## src/rtl/ring_output_arbiter_if.sv

```systemverilog
// ============================================================================
// Module      : ring_output_arbiter_if
// Description : Requester/downstream bundle for one ring router output port.
// Revision    : 1.0 - initial release
// ============================================================================
`default_nettype none

interface ring_output_arbiter_if #(
    parameter int PACKET_SIZE = 64
);
    logic                   polarity;
    logic [1:0]             a_req;
    logic [1:0]             a_gnt;
    logic [PACKET_SIZE-1:0] a_data_even;
    logic [PACKET_SIZE-1:0] a_data_odd;
    logic [1:0]             b_req;
    logic [1:0]             b_gnt;
    logic [PACKET_SIZE-1:0] b_data_even;
    logic [PACKET_SIZE-1:0] b_data_odd;
    logic                   so;
    logic                   ro;
    logic [PACKET_SIZE-1:0] dout;

    // Arbiter side
    modport slave (
        output polarity,
        output a_gnt,
        output b_gnt,
        output so,
        output dout,
        input  a_req,
        input  a_data_even,
        input  a_data_odd,
        input  b_req,
        input  b_data_even,
        input  b_data_odd,
        input  ro
    );

    // Requester / downstream side
    modport master (
        input  polarity,
        input  a_gnt,
        input  b_gnt,
        input  so,
        input  dout,
        output a_req,
        output a_data_even,
        output a_data_odd,
        output b_req,
        output b_data_even,
        output b_data_odd,
        output ro
    );
endinterface

`default_nettype wire

```

## src/rtl/ring_output_arbiter.sv

```systemverilog
// ============================================================================
// Module      : ring_output_arbiter
// Description : Two-VC output arbiter and staging buffer for the ring router;
//               alternates capture and send phases per VC using polarity.
// Revision    : 1.0 - initial release
// ============================================================================
`default_nettype none

module ring_output_arbiter #(
    parameter int PACKET_SIZE = 64,
    parameter int HOP_SHIFT   = 1
) (
    input  wire logic              clk,
    input  wire logic              reset,
    ring_output_arbiter_if.slave   arb_if
);

    localparam int c_HOP_LSB = 48;
    localparam int c_HOP_MSB = 55;

    logic                   polarity_q, polarity_d;
    logic [1:0]             full_q, full_d;
    logic [1:0]             prio_q, prio_d;
    logic [PACKET_SIZE-1:0] buf_even_q, buf_even_d;
    logic [PACKET_SIZE-1:0] buf_odd_q, buf_odd_d;

    logic                   w_int_vc;
    logic                   w_ext_vc;
    logic                   w_a_req;
    logic                   w_b_req;
    logic                   w_cap;
    logic                   w_pick_b;
    logic                   w_so;
    logic [PACKET_SIZE-1:0] w_a_data;
    logic [PACKET_SIZE-1:0] w_b_data;
    logic [PACKET_SIZE-1:0] w_cap_data;
    logic [PACKET_SIZE-1:0] w_cap_pkt;
    logic [PACKET_SIZE-1:0] w_ext_buf;

    // The internal VC follows polarity; the other VC is in its send phase.
    assign w_int_vc = polarity_q;
    assign w_ext_vc = ~polarity_q;

    always_comb begin
        w_a_req    = arb_if.a_req[w_int_vc];
        w_b_req    = arb_if.b_req[w_int_vc];
        w_a_data   = w_int_vc ? arb_if.a_data_odd : arb_if.a_data_even;
        w_b_data   = w_int_vc ? arb_if.b_data_odd : arb_if.b_data_even;
        w_cap      = ~reset & ~full_q[w_int_vc] & (w_a_req | w_b_req);
        w_pick_b   = w_b_req & (~w_a_req | prio_q[w_int_vc]);
        w_cap_data = w_pick_b ? w_b_data : w_a_data;
        w_ext_buf  = w_ext_vc ? buf_odd_q : buf_even_q;
        w_so       = ~reset & full_q[w_ext_vc] & arb_if.ro;
    end

    generate
        if (HOP_SHIFT != 0) begin : g_hop_shift
            always_comb begin
                w_cap_pkt = w_cap_data;
                w_cap_pkt[c_HOP_MSB:c_HOP_LSB] = w_cap_data[c_HOP_MSB:c_HOP_LSB] >> 1;
            end
        end else begin : g_hop_pass
            assign w_cap_pkt = w_cap_data;
        end
    endgenerate

    assign arb_if.polarity = polarity_q;
    assign arb_if.a_gnt    = (w_cap & ~w_pick_b) ? (w_int_vc ? 2'b10 : 2'b01) : 2'b00;
    assign arb_if.b_gnt    = (w_cap &  w_pick_b) ? (w_int_vc ? 2'b10 : 2'b01) : 2'b00;
    assign arb_if.so       = w_so;
    assign arb_if.dout     = reset ? '0 : w_ext_buf;

    always_comb begin
        polarity_d = ~polarity_q;
        full_d     = full_q;
        prio_d     = prio_q;
        buf_even_d = buf_even_q;
        buf_odd_d  = buf_odd_q;
        if (w_cap) begin
            if (w_int_vc) begin
                buf_odd_d = w_cap_pkt;
            end else begin
                buf_even_d = w_cap_pkt;
            end
            full_d[w_int_vc] = 1'b1;
            // Round-robin: the next contended grant favours the loser.
            prio_d[w_int_vc] = ~w_pick_b;
        end
        if (w_so) begin
            full_d[w_ext_vc] = 1'b0;
        end
    end

    always_ff @(posedge clk) begin
        if (reset) begin
            polarity_q <= 1'b0;
            full_q     <= 2'b00;
            prio_q     <= 2'b00;
            buf_even_q <= '0;
            buf_odd_q  <= '0;
        end else begin
            polarity_q <= polarity_d;
            full_q     <= full_d;
            prio_q     <= prio_d;
            buf_even_q <= buf_even_d;
            buf_odd_q  <= buf_odd_d;
        end
    end

endmodule

`default_nettype wire

```

## src/flat_wrapper.sv

```systemverilog
// flat-port wrapper written by rule: the top's interface ports become plain ports
module ring_output_arbiter_flat 
#(
    parameter int PACKET_SIZE = 64,
    parameter int HOP_SHIFT   = 1
)
  (clk, reset, arb_if_polarity, arb_if_a_gnt, arb_if_b_gnt, arb_if_so, arb_if_dout, arb_if_a_req, arb_if_a_data_even, arb_if_a_data_odd, arb_if_b_req, arb_if_b_data_even, arb_if_b_data_odd, arb_if_ro);
  ring_output_arbiter_if #(.PACKET_SIZE(PACKET_SIZE)) arb_if_i ();
  input  wire logic clk;
  input  wire logic reset;
  output wire logic [$bits(arb_if_i.polarity)-1:0] arb_if_polarity;
  output wire logic [$bits(arb_if_i.a_gnt)-1:0] arb_if_a_gnt;
  output wire logic [$bits(arb_if_i.b_gnt)-1:0] arb_if_b_gnt;
  output wire logic [$bits(arb_if_i.so)-1:0] arb_if_so;
  output wire logic [$bits(arb_if_i.dout)-1:0] arb_if_dout;
  input wire logic [$bits(arb_if_i.a_req)-1:0] arb_if_a_req;
  input wire logic [$bits(arb_if_i.a_data_even)-1:0] arb_if_a_data_even;
  input wire logic [$bits(arb_if_i.a_data_odd)-1:0] arb_if_a_data_odd;
  input wire logic [$bits(arb_if_i.b_req)-1:0] arb_if_b_req;
  input wire logic [$bits(arb_if_i.b_data_even)-1:0] arb_if_b_data_even;
  input wire logic [$bits(arb_if_i.b_data_odd)-1:0] arb_if_b_data_odd;
  input wire logic [$bits(arb_if_i.ro)-1:0] arb_if_ro;
  assign arb_if_polarity = arb_if_i.polarity;
  assign arb_if_a_gnt = arb_if_i.a_gnt;
  assign arb_if_b_gnt = arb_if_i.b_gnt;
  assign arb_if_so = arb_if_i.so;
  assign arb_if_dout = arb_if_i.dout;
  assign arb_if_i.a_req = arb_if_a_req;
  assign arb_if_i.a_data_even = arb_if_a_data_even;
  assign arb_if_i.a_data_odd = arb_if_a_data_odd;
  assign arb_if_i.b_req = arb_if_b_req;
  assign arb_if_i.b_data_even = arb_if_b_data_even;
  assign arb_if_i.b_data_odd = arb_if_b_data_odd;
  assign arb_if_i.ro = arb_if_ro;
  ring_output_arbiter #(.PACKET_SIZE(PACKET_SIZE), .HOP_SHIFT(HOP_SHIFT)) u_core (.clk(clk), .reset(reset), .arb_if(arb_if_i));
endmodule
```

## config.mk

```make
export PLATFORM = sky130hd
export DESIGN_NAME = ring_output_arbiter_flat
export DESIGN_NICKNAME = d
export VERILOG_FILES = /design/src/rtl/ring_output_arbiter_if.sv /design/src/rtl/ring_output_arbiter.sv /design/src/flat_wrapper.sv
export SDC_FILE = /design/constraint.sdc
export NUM_CORES = 1
export LEC_CHECK = 0
export ABC_AREA = 1
export ABC_CLOCK_PERIOD_IN_PS = 1900
export CELL_PAD_IN_SITES_DETAIL_PLACEMENT = 0
export CELL_PAD_IN_SITES_GLOBAL_PLACEMENT = 1
export CORE_ASPECT_RATIO = 0.75
export CORE_MARGIN = 2
export CORE_UTILIZATION = 29
export CTS_BUF_LIST = sky130_fd_sc_hd__clkbuf_8
export DETAILED_ROUTE_END_ITERATION = 8
export PLACE_DENSITY = 0.91
export SETUP_SLACK_MARGIN = 0.15
export SLEW_MARGIN = 20
export SYNTH_ARGS = -nofsm -noshare
export SYNTH_HDL_FRONTEND = slang
export SYNTH_SLANG_ARGS = --single-unit
```

## constraint.sdc

```tcl
create_clock -name clk -period 1.9 [get_ports clk]
set_clock_uncertainty 0.2 [all_clocks]
set_input_delay 0.19 -clock clk [delete_from_list [all_inputs] [get_ports clk]]
set_output_delay 0.19 -clock clk [all_outputs]
set_load 0.005 [all_outputs]
```

# ---- Word level (Yosys, flattened, before mapping)
# Index checks and enable logic that the tools add are counted.
dict set report op_classes {
  n_lt_le_gt_ge 4
  muxes 25
  bitwise 17
  reduce_logical 4
}
# operator count
set op_table {}
lappend op_table {{64-bit 2-to-1 mux} 5}
lappend op_table {{1-bit 2-to-1 mux} 12}
lappend op_table {{2-bit 2-to-1 mux} 5}
lappend op_table {{1-bit AND} 7}
lappend op_table {{1-bit NOT} 5}
lappend op_table {{1-bit by 2-bit < comparator with 1-bit output, second input constant} 2}
lappend op_table {{2-bit AND reduction} 2}
lappend op_table {{2-bit AND} 1}
lappend op_table {{2-bit bitwise mux} 1}
lappend op_table {{1-bit demux with 1-bit select} 2}
lappend op_table {{1-bit greater-or-equal comparator, second input constant} 2}
lappend op_table {{1-bit logical AND} 2}
lappend op_table {{2-bit NOT} 1}
lappend op_table {{1-bit OR} 2}
lappend op_table {{2-bit OR} 1}
dict set report totals {
  reg_bits 131
  inputBits 263
  output_inout_bits 70
  word_cells 55
}

# ---- Longest topological paths before layout
# Gate-level depths: netlist of the first run.
dict set report depth {
  depth_word 8
  depth_mapped 11
  ltp_nobuf 9
}

# ---- Worst setup path after synthesis of the first run
# OpenSTA, ideal clock, no wires.
dict set report synth_timing {
  path_type {reg-to-output}
  from {register u_core.polarity_q, in the netlist u_core.arb_if.polarity}
  to {output arb_if_dout[43]}
  arrival_time_ns 1.321
  t_required_ns 1.510
  path_slack_ns 0.189
  path_stages_with_launch 6
  path_buffers 4
  cell_sequence {dfxtp_1 buf_4 buf_2 buf_2 clkbuf_1 a21oi_1}
}
dict set report synth_via {
  elab_chain_len 2
}
# element line_no
set synth_rtl {}
lappend synth_rtl {{from (decl)} ring_output_arbiter.sv:21} ;# logic polarity_q, polarity_d;
lappend synth_rtl {{from (signal assigned)} ring_output_arbiter.sv:102} ;# polarity_q <= polarity_d;
lappend synth_rtl {{64-bit 2-to-1 mux} ring_output_arbiter.sv:52} ;# w_ext_buf = w_ext_vc ? buf_odd_q : buf_even_q;
lappend synth_rtl {{64-bit 2-to-1 mux} ring_output_arbiter.sv:71} ;# assign arb_if.dout = reset ? '0 : w_ext_buf;
lappend synth_rtl {{to (decl)} flat_wrapper.sv:15} ;# output wire logic [$bits(arb_if_i.dout)-1:0] arb_if_dout;
# No other way between the ends.

# ---- Worst setup path in the final report of the first run
dict set report layout_timing {
  from {register u_core.polarity_q, in the netlist u_core.arb_if.polarity}
  to {register u_core.prio_q[0]}
}
dict set report layout_via {
  elab_chain_len 7
  elab_cells_between_ends 22
  cone_classes {order compare (2); mux (11); bitwise (8); reduce/logical (1)}
}
# element line_no
set layout_rtl {}
lappend layout_rtl {{1-bit 2-to-1 mux (not written as such) (2 in series)} ring_output_arbiter.sv:45} ;# w_a_req = arb_if.a_req[w_int_vc];
lappend layout_rtl {{1-bit NOT} ring_output_arbiter.sv:50} ;# w_pick_b = w_b_req & (~w_a_req | prio_q[w_int_vc]);
lappend layout_rtl {{1-bit OR} ring_output_arbiter.sv:50}
lappend layout_rtl {{1-bit AND} ring_output_arbiter.sv:50}
lappend layout_rtl {{1-bit NOT} ring_output_arbiter.sv:87} ;# prio_d[w_int_vc] = ~w_pick_b;
lappend layout_rtl {{2-bit bitwise mux} ring_output_arbiter.sv:87}
lappend layout_rtl {{to (signal assigned)} ring_output_arbiter.sv:104} ;# prio_q <= prio_d;
lappend layout_rtl {{to (decl)} ring_output_arbiter.sv:23} ;# logic [1:0] prio_q, prio_d;
# Several ways; a longest one is shown, not always the timed one. The select of a mux whose other input is x is not followed.
# A chain may end at the register's enable or synchronous reset.

==> impl_metrics.json, run 1 <==
{
  "power_density_mw_per_mm2": 636,
  "die-width_um": 203,
  "die_h_um": 153,
  "port_buffers": 327,
  "whs_path_depth": 3,
  "clk_latency_ns": 0.44,
  "yosysMostFrequentCell": "nand2_1",
  "required_ns": 2.07,
  "first_pass_iters": 5,
  "io_pins": 333,
  "hold_path.class": "in -> reg",
  "cts-root-buf": "clkbuf_8",
  "hold_buffers": 0,
  "hold_start": "reset",
  "synth-adder-area-share_pct": 0,
  "synth_cell_type_count": 17,
  "htree_levels": 4,
  "finalCritPeriodShare_pct": 114,
  "drt_iter0_markers": 562,
  "grt_pass1_wl_mm": 50.4,
  "synth_fp_nets": 1891,
  "clk_path_buf_depth": 2,
  "area_growth_pct": 71.2,
  "cp-start-kind": "flip-flop",
  "pre_cts_slack_ns": -0.456,
  "slew_violations": 0,
  "synth.avg_cell_area_um2": 5.29,
  "crit_path_frequent_cell": "buf_4",
  "ant_nets": 0,
  "yosysTopAreaCell": "nand2_1",
  "peakVddDrop_v": 0.000383,
  "setup_slack_ns": -0.264,
  "layout.nets": 2286,
  "synth.top_cell.area_share_pct": 34.0,
  "antennaDiodeCount": 0,
  "r2r_start": "u_core.arb_if.polarity",
  "synthMuxAreaShare_pct": 0,
  "violations": "setup timing",
  "r2r_end": "u_core.prio_q[0]",
  "rrSetupSlack_ns": -0.26,
  "r2r_cells": 13,
  "crit_type": "reg -> reg",
  "nFillCells": 2948,
  "routed_wl_mm": 33.3,
  "dieArea_mm2": 0.0311,
  "cts_sinks": 131,
  "routabilityCongestion": 0.777,
  "yosys-top-cells-area": "nand2_1, dfxtp_1, nor2_1",
  "synth_xor_area_share_pct": 0,
  "power.leakage_nw": 7.58,
  "max-cap-violations": 0,
  "clock.fmax_mhz": 462,
  "wl_per_cell_um": 13.7,
  "synth_enable_flop_cells": 0,
  "row_count": 54,
  "grt_max_degree": 71,
  "cts.reportedPaths.clkPinSlew_ns": 0.08,
  "synthSimpleGateAreaFrac_pct": 49.4,
  "synth_top_family_by_area": "simple AND/OR/NAND/NOR gates",
  "min_to": "u_core.prio_q[0]",
  "grt_usage_pct": 20.0,
  "grt_pass1_vias": 9967,
  "syn-cell-area_mm2": 0.00862,
  "crit_arrival_ns": 2.33,
  "place_hpwl_mm": 20.9,
  "period_needed_ns": 2.16,
  "initial_core_util_pct": 29.5,
  "synth_warnings": 0,
  "seq_area_mm2": 0.00263,
  "vias": 10743,
  "hold_violations": 0,
  "critPathMaxFanout": 7,
  "synth_compound_area_share_pct": 7.70,
  "cts_made_buffers": 17,
  "seq_area_frac_synth_pct": 30.4,
  "grt_setup_unrepaired": "yes",
  "critPathMaxStageDelay_ns": 0.43,
  "outcome": "finished with violations",
  "grt_antenna_before_repair": 0,
  "drive_above_1_share_pct": 17.4,
  "worstSetupEndpointType": "flip-flop",
  "grt_overflow": 0,
  "crit_family": "buffers and inverters",
  "ys.flop_type": "dfxtp_1",
  "ys_ff_latch": 131,
  "cts_tree": "built",
  "coreArea_mm2": 0.0292,
  "drcViolationCount": 0,
  "yosys-top-cells-count": "nand2_1, nor2_1, inv_1",
  "cp_slowest_cell": "dfxtp_4",
  "vias_per_cell": 4.42,
  "path_cells": "buf_6 > inv_8 > nand2_1 > nand3_1 > nor2_2 > nand3_2 > buf_4 > buf_4 > buf_4 > buf_4 > buf_6 > buf_6 > a21oi_2",
  "p_total_w": 0.00938,
  "cp.buffers_inverters": 8,
  "syn-instance-count": 1628,
  "async_reset_ff_share_pct": 0,
  "fin_util_pct": 50.5,
  "setup_viol": 177,
  "multi_input_area_mm2": 0.00534
}
## kinds of logic (layout without fill, tap and decap cells)
group,Yosys count,count (layout)
compound gates,132,132
buf+inv,253,660
flops,131,131
other cells,1,1
simple gates,1111,1112
## final cells by class
type                       instances  area share, %
clock buffer                      18           1.68
tap                              392           3.33
multi-input combinational       1245           36.2
clock inverter                    14           1.46
sequential                       131           17.8
inverter                         140           3.65
timing repair buffer             488           35.9
## layout by cell type, fill, tap and decap left out, drive strengths merged
cell           count
nor2             262
o21ai             64
clkinv             2
clkdlybuf4s50    257
dfxtp            131
conb               1
nand3             69
buf              199
inv              148
dlymetal6s2s       1
clkdlybuf4s15      6
nand2            781
bufinv             4
bufbuf             4
a21boi             1
dlygate4sd2       11
a21oi             67
clkbuf            28
## worst register-to-register path, stage by stage, from the launching register on
cell	delay, ns
dfxtp_4	0.43
buf_6	0.14
inv_8	0.05
nand2_1	0.10
nand3_1	0.09
nor2_2	0.17
nand3_2	0.09
buf_4	0.15
buf_4	0.12
buf_4	0.12
buf_4	0.12
buf_6	0.10
buf_6	0.11
a21oi_2	0.13
## through the flow
step,instances,hold slack (ns),setup TNS [ns],area (um^2)
global placement,2304,0.255,-51.48,12600
floorplan,1628,0.0591,0,8620
CTS,2399,0.271,-17.48,14100
detailed placement,2304,0.257,-53.07,12600
finish,2428,0.0311,-12.03,14800
global route,2428,0.00772,-31.72,14800
## power by group
| part | switching, W | leakage [nW] | internal (W) |
|---|---|---|---|
| registers | 0.0000987 | 1.08 | 0.00299 |
| clock network | 0.00127 | 0.235 | 0.00152 |
| logic | 0.00174 | 6.27 | 0.00176 |
| total | 0.00311 | 7.58 | 0.00627 |
## what timing repair did
| item | CTS | global route |
|---|---|---|
| pin swaps | 15 | 34 |
| hold endpoints to repair | 0 | 1 |
| gates cloned | 19 | 12 |
| gates resized for setup | 387 | 77 |
| endpoints found under the setup margin | 195 | 199 |
| buffers inserted | 44 | 17 |
## worst max path at each step
stage | start | to | slack [ns] | depth (start not counted)
floorplan | u_core.arb_if.polarity | arb_if_dout[43] | 0.19 | 5
global placement | reset | arb_if_dout[50] | -0.45 | 6
detailed placement | reset | arb_if_dout[60] | -0.46 | 6
CTS | u_core.arb_if.polarity | arb_if_a_gnt[1] | -0.24 | 9
global route | u_core.arb_if.polarity | u_core.prio_q[0] | -0.36 | 13
finish | u_core.arb_if.polarity | u_core.prio_q[0] | -0.26 | 13
## flip-flops by register name (all words and copies together), names as in the netlist
name / flops
u_core.buf_even_q: 63
u_core.full_q: 2
u_core.prio_q: 2
u_core.buf_odd_q: 63
u_core.arb_if.polarity: 1
## routing by layer
layer | track usage (%) | vias up | share of wire [%]
met3 | 3.73 | 29 | 6.2
met5 | 0 | - | 0
li1 | - | 5678 | -
met1 | 25.3 | 4723 | 46
met4 | 4.55 | 0 | 1.3
met2 | 35.0 | 313 | 47
Power figures use the tool's default switching activity.
==> run 2, diff against run 1 <==
--- a/config.mk
+++ b/config.mk
@@ -6,15 +6,15 @@
 export NUM_CORES = 1
 export LEC_CHECK = 0
 export ABC_AREA = 1
-export ABC_CLOCK_PERIOD_IN_PS = 1900
+export ABC_CLOCK_PERIOD_IN_PS = 2500
 export CELL_PAD_IN_SITES_DETAIL_PLACEMENT = 0
 export CELL_PAD_IN_SITES_GLOBAL_PLACEMENT = 1
 export CORE_ASPECT_RATIO = 0.75
 export CORE_MARGIN = 2
-export CORE_UTILIZATION = 29
+export CORE_UTILIZATION = 31
 export CTS_BUF_LIST = sky130_fd_sc_hd__clkbuf_8
 export DETAILED_ROUTE_END_ITERATION = 8
-export PLACE_DENSITY = 0.91
+export PLACE_DENSITY = 0.95
 export SETUP_SLACK_MARGIN = 0.15
 export SLEW_MARGIN = 20
 export SYNTH_ARGS = -nofsm -noshare
==> constraint.sdc (replaced) <==
create_clock -name clk -period 2.5 [get_ports clk]
set_clock_uncertainty 0.2 [all_clocks]
set_input_delay 0.25 -clock clk [delete_from_list [all_inputs] [get_ports clk]]
set_output_delay 0.25 -clock clk [all_outputs]
set_load 0.005 [all_outputs]
==> impl_metrics.json, run 2 (synthesis results as in run 1) <==
{
  "place_hpwl_mm": 19.5,
  "crit_arrival_ns": 1.88,
  "slew_violations": 0,
  "port_buffers": 327,
  "finalCritPeriodShare_pct": 93.2,
  "power_density_mw_per_mm2": 467,
  "period_needed_ns": 2.33,
  "r2r_start": "u_core.arb_if.polarity",
  "wl_per_cell_um": 12.3,
  "pre_cts_slack_ns": 0.0246,
  "p_seq_share_pct": 38.2,
  "min_to": "u_core.prio_q[0]",
  "grt_max_degree": 64,
  "required_ns": 2.05,
  "power_frac_comb_pct": 35.1,
  "instances_no_fill": 2299,
  "cts_made_buffers": 17,
  "whs_path_depth": 2,
  "antennaDiodeCount": 0,
  "peakVddDrop_v": 0.000329,
  "initial_core_util_pct": 31.8,
  "vias": 10110,
  "crit_type": "in -> out",
  "grt_overflow": 0,
  "grt_pass1_wl_mm": 44.5,
  "final_cell_mix": "nand2_1, nor2_1, clkdlybuf4s50_1",
  "reg_top3": "u_core.buf_even_q x63, u_core.buf_odd_q x63",
  "grt_pass1_vias": 8900,
  "cts_tree": "built",
  "row_count": 52,
  "critPathMaxFanout": 18,
  "drive_above_1_share_pct": 6.37,
  "hold_path.class": "reg -> reg",
  "coreArea_mm2": 0.0271,
  "ant_nets": 0,
  "cp-start-kind": "primary input",
  "crit_family": "buffers and inverters",
  "layout.nets": 2198,
  "first_pass_iters": 5,
  "vias_per_cell": 4.40,
  "hold_start": "u_core.prio_q[0]",
  "max-cap-violations": 0,
  "clk_latency_ns": 0.43,
  "worstSetupEndpointType": "output port",
  "rrSetupSlack_ns": 0.34,
  "dp_cells": 2244,
  "cts.reportedPaths.clkPinSlew_ns": 0.08,
  "outcome": "completed",
  "die_h_um": 148,
  "p_total_w": 0.00611,
  "setup_slack_ns": 0.170,
  "slew_headroom_pct": 57.7,
  "layout_commonest_cell": "nand2_1",
  "grt_antenna_before_repair": 0,
  "critPathMaxStageDelay_ns": 0.52,
  "path_cells": "clkdlybuf4s50_1 > bufinv_16 > buf_6 > o21ai_0 > a21oi_1 > clkdlybuf4s50_1",
  "grt_usage_pct": 18.9,
  "clock.fmax_mhz": 429,
  "drt_iter0_markers": 527,
  "drcViolationCount": 0,
  "cp_slowest_cell": "clkdlybuf4s50_1",
  "r2r_cells": 11,
  "cp.buffers_inverters": 4,
  "cts-root-buf": "clkbuf_8",
  "area_growth_pct": 52.0,
  "dieArea_mm2": 0.0292,
  "clk_path_buf_depth": 2,
  "crit_path_frequent_cell": "clkdlybuf4s50_1",
  "routabilityCongestion": 0.793,
  "die-width_um": 197,
  "hold_buffers": 0,
  "hold_violations": 0,
  "htree_levels": 4,
  "worstMarginPinSlew_ns": 0.635,
  "routed_wl_mm": 28.3,
  "p_sw_share_pct": 34.1,
  "cts_sinks": 131,
  "power.leakage_nw": 6.87,
  "p_switching_w": 0.00209,
  "r2r_end": "u_core.buf_even_q[14]",
  "grt_setup_unrepaired": "yes",
  "io_pins": 333,
  "clkPwrFrac_pct": 26.7,
  "p_int_w": 0.00403,
  "setup_viol": 0
}
==> run 2: cell types whose count changed in the layout (fill, tap and decap cells not counted), moves of 14 or more <==
cell,change
dlygate4sd2_1,+49
nor2_1,+32
buf_12,-14
nor2_2,-27
buf_4,-22
buf_2,-51
a21oi_2,-18
buf_6,-24
o21ai_1,-20
nand2_1,+16
a21oi_1,+20
o21ai_0,+33
==> run 2: power groups by stage <==
| stage | Clock, W | Combinational (W) | Sequential (W) |
|---|---|---|---|
| 3_5_place_dp | 0 | 0.00208 | 0.00239 |
| 3_3_place_gp | 0 | 0.00206 | 0.00238 |
| 2_1_floorplan | 0 | 0.00117 | 0.00237 |
| 4_1_cts | 0.00170 | 0.00214 | 0.00233 |
| 5_1_grt | 0.00179 | 0.00243 | 0.00235 |
| 6_report | 0.00163 | 0.00215 | 0.00234 |
==> run 2: area by class of cell <==
| cell class | count | area [um^2] |
|---|---|---|
| clock buffer | 18 | 248 |
| clock inverter | 14 | 105 |
| fill | 2789 | 14000 |
| inverter | 140 | 559 |
| multi-input combinational | 1244 | 4980 |
| sequential | 131 | 2630 |
| tap | 351 | 439 |
| timing repair buffer | 401 | 4140 |
==> run 2: per-stage QoR <==
step | hold slack, ns | utilization [%] | setup TNS (ns) | cell area [um^2]
3_5_place_dp | 0.254 | 45.7 | 0 | 12400
5_1_grt | 0.296 | 48.3 | 0 | 13100
3_3_place_gp | 0.256 | 45.7 | 0 | 12400
2_1_floorplan | 0.119 | - | 0 | 8620
6_report | 0.265 | 48.3 | 0 | 13100
4_1_cts | 0.266 | 48.0 | -0.0883 | 13000
==> run 2: how the worst max path moves through the flow <==
stage / start / end / cells after the start
4_1_cts: u_core.arb_if.polarity / arb_if_a_gnt[1] / 8
2_1_floorplan: u_core.arb_if.polarity / arb_if_dout[43] / 5
5_1_grt: reset / arb_if_dout[42] / 6
3_3_place_gp: reset / arb_if_dout[33] / 6
3_5_place_dp: reset / arb_if_dout[33] / 6
6_report: reset / arb_if_dout[42] / 6
==> run 2: worst min-delay path, cell delays in order, from the launching register on <==
cell and delay, ns:
dfxtp_1 0.31, nand2_1 0.06, a21oi_1 0.05
==> run 2: per-layer routing <==
| layer | up-vias | share of wire [%] | GRT usage (%) | routed length (um) |
|---|---|---|---|---|
| met5 | - | 0 | 0 | 0 |
| met4 | 0 | 0.77 | 3.56 | 219 |
| met3 | 18 | 6.8 | 4.81 | 1930 |
| met2 | 271 | 46 | 33.0 | 13100 |
| met1 | 4340 | 46 | 23.7 | 13000 |
| li1 | 5481 | - | - | - |
==> run 2: what timing repair did <==
item,CTS,global route
resized for setup,85,18
endpoints found under the setup margin,69,12
setup buffers,13,4
pin swaps,2,6
gates cloned,5,1
==> run 3, diff against run 2 <==
--- a/config.mk
+++ b/config.mk
@@ -6,15 +6,15 @@
 export NUM_CORES = 1
 export LEC_CHECK = 0
 export ABC_AREA = 1
-export ABC_CLOCK_PERIOD_IN_PS = 2500
+export ABC_CLOCK_PERIOD_IN_PS = 1900
 export CELL_PAD_IN_SITES_DETAIL_PLACEMENT = 0
 export CELL_PAD_IN_SITES_GLOBAL_PLACEMENT = 1
 export CORE_ASPECT_RATIO = 0.75
 export CORE_MARGIN = 2
-export CORE_UTILIZATION = 31
+export CORE_UTILIZATION = 26
 export CTS_BUF_LIST = sky130_fd_sc_hd__clkbuf_8
 export DETAILED_ROUTE_END_ITERATION = 8
-export PLACE_DENSITY = 0.95
+export PLACE_DENSITY = 0.86
 export SETUP_SLACK_MARGIN = 0.15
 export SLEW_MARGIN = 20
 export SYNTH_ARGS = -nofsm -noshare
==> constraint.sdc (replaced) <==
create_clock -name clk -period 1.9 [get_ports clk]
set_clock_uncertainty 0.2 [all_clocks]
set_input_delay 0.19 -clock clk [delete_from_list [all_inputs] [get_ports clk]]
set_output_delay 0.19 -clock clk [all_outputs]
set_load 0.005 [all_outputs]
==> impl_metrics.json, run 3 (synthesis results as in run 1) <==
{
  "vias": 11383,
  "row_count": 57,
  "ant_nets": 0,
  "critPathMaxFanout": 7,
  "peakVddDrop_v": 0.000410,
  "final_cell_mix": "nand2_1, clkdlybuf4s50_1, nor2_1",
  "p_sw_share_pct": 35.2,
  "grt_setup_unrepaired": "yes",
  "reg_top3": "u_core.buf_even_q x63, u_core.buf_odd_q x63",
  "area_growth_pct": 102,
  "port_buffers": 327,
  "cp-start-kind": "flip-flop",
  "place_hpwl_mm": 22.3,
  "clkPwrFrac_pct": 26.9,
  "min_to": "u_core.full_q[1]",
  "multi_input_area_mm2": 0.00704,
  "grt_pass1_vias": 10573,
  "r2r_cells": 16,
  "cts.reportedPaths.clkPinSlew_ns": 0.08,
  "setup_viol": 198,
  "setup_slack_ns": -0.295,
  "wl_met1_mm": 17.5,
  "whs_path_depth": 3,
  "p_int_w": 0.00686,
  "grt_overflow": 0,
  "nFillCells": 3068,
  "layout.nets": 2329,
  "grt_pass1_wl_mm": 55.6,
  "layout_commonest_cell": "nand2_1",
  "first_pass_iters": 5,
  "route.met2.wl_mm": 19.9,
  "p_seq_share_pct": 29.5,
  "crit_type": "reg -> reg",
  "drcViolationCount": 0,
  "vias_per_cell": 4.51,
  "power_frac_comb_pct": 43.6,
  "violations": "setup timing",
  "power_density_mw_per_mm2": 610,
  "rrSetupSlack_ns": -0.30,
  "initial_core_util_pct": 26.5,
  "p_switching_w": 0.00373,
  "slew_violations": 0,
  "drt_iter0_markers": 473,
  "cts_tree": "built",
  "hold_violations": 0,
  "dieArea_mm2": 0.0346,
  "routabilityCongestion": 0.811,
  "routed_wl_mm": 40.4,
  "hold_start": "reset",
  "worstSetupEndpointType": "flip-flop",
  "hold_path.class": "in -> reg",
  "max-cap-violations": 0,
  "clock.fmax_mhz": 456,
  "fin_util_pct": 53.4,
  "period_needed_ns": 2.20,
  "cts_sinks": 131,
  "r2r_end": "u_core.prio_q[1]",
  "cts_made_buffers": 17,
  "required_ns": 2.08,
  "clk_path_buf_depth": 2,
  "clk_latency_ns": 0.44,
  "p_total_w": 0.0106,
  "drive_above_1_share_pct": 34.8,
  "outcome": "finished with violations",
  "die_h_um": 162,
  "crit_arrival_ns": 2.37,
  "cts-root-buf": "clkbuf_8",
  "r2r_start": "u_core.arb_if.polarity",
  "die-width_um": 214,
  "htree_levels": 4,
  "coreArea_mm2": 0.0325,
  "grt_antenna_before_repair": 2,
  "seq_area_mm2": 0.00263,
  "grt_max_degree": 59,
  "grt_usage_pct": 20.0,
  "wl_per_cell_um": 16.0,
  "io_pins": 333,
  "power.leakage_nw": 8.25,
  "routed-wl-met3_mm": 2.23,
  "dr.max_layer_used": "met4",
  "finalCritPeriodShare_pct": 116
}
-- run 3: what timing repair did --
| item | 4_1_cts | 5_1_grt |
|---|---|---|
| hold endpoints to repair | 0 | 0 |
| hold buffers | 0 | 0 |
| buffers inserted | 54 | 21 |
| setup endpoints to repair | 197 | 199 |
| gates resized for setup | 580 | 488 |
| pin swaps | 77 | 154 |
| gates cloned | 24 | 23 |
-- run 3: routing by layer --
metal,up-vias,global-route usage (%)
met5,-,0
met4,0,5.27
met3,48,3.76
met2,320,35.3
met1,5239,25.2
li1,5776,-
-- run 3: how the worst max path moves through the flow --
stage,cells after the start,endpoint,start,slack [ns]
finish,16,u_core.prio_q[1],u_core.arb_if.polarity,-0.30
CTS,16,u_core.prio_q[1],u_core.arb_if.polarity,-0.28
global placement,7,arb_if_dout[22],reset,-0.41
detailed placement,8,arb_if_a_gnt[1],reset,-0.43
global route,10,arb_if_a_gnt[0],u_core.arb_if.polarity,-0.36
floorplan,5,arb_if_dout[43],u_core.arb_if.polarity,0.19
-- run 3: area by class of cell --
| type | count | share of cell area, % |
|---|---|---|
| multi-input cells | 1244 | 40.5 |
| repair buffers | 532 | 35.3 |
| flip-flops and latches | 131 | 15.1 |
| well taps | 442 | 3.18 |
| inverters | 140 | 3.13 |
| clock buffers | 19 | 1.51 |
| clock inverters | 13 | 1.19 |
| diodes | 2 | 0.0288 |
-- run 3: worst max-delay path, stage by stage (launching register included) --
cell and delay, ns:
dfxtp_4 0.39, buf_12 0.14, inv_12 0.06, nand2_4 0.05, nand2_4 0.09, nor2_4 0.05
nor2_4 0.14, nand3_4 0.09, buf_6 0.12, buf_6 0.10, buf_6 0.10, buf_6 0.10
buf_6 0.10, buf_6 0.10, buf_6 0.10, buf_6 0.10, a21oi_2 0.10
-- run 3: stage by stage --
step	worst slack [ns]	hold slack, ns	cell area (um^2)	instances	TNS (ns)
after global routing	-0.363	0.0897	17400	2523	-48.54
after detailed placement	-0.430	0.264	12800	2367	-55.95
after CTS	-0.283	0.0594	14900	2477	-32.44
after global placement	-0.408	0.257	12800	2367	-53.51
final	-0.295	0.102	17400	2523	-35.23
after floorplan	0.189	0.0591	8620	1628	0
-- run 3: power by group through the flow --
stage                     clock network, W  registers (W)  logic, W
after global routing               0.00304        0.00315   0.00500
after global placement                   0        0.00315   0.00284
after floorplan                          0        0.00312   0.00154
after detailed placement                 0        0.00315   0.00287
after CTS                          0.00292        0.00310   0.00354
final                              0.00285        0.00312   0.00462
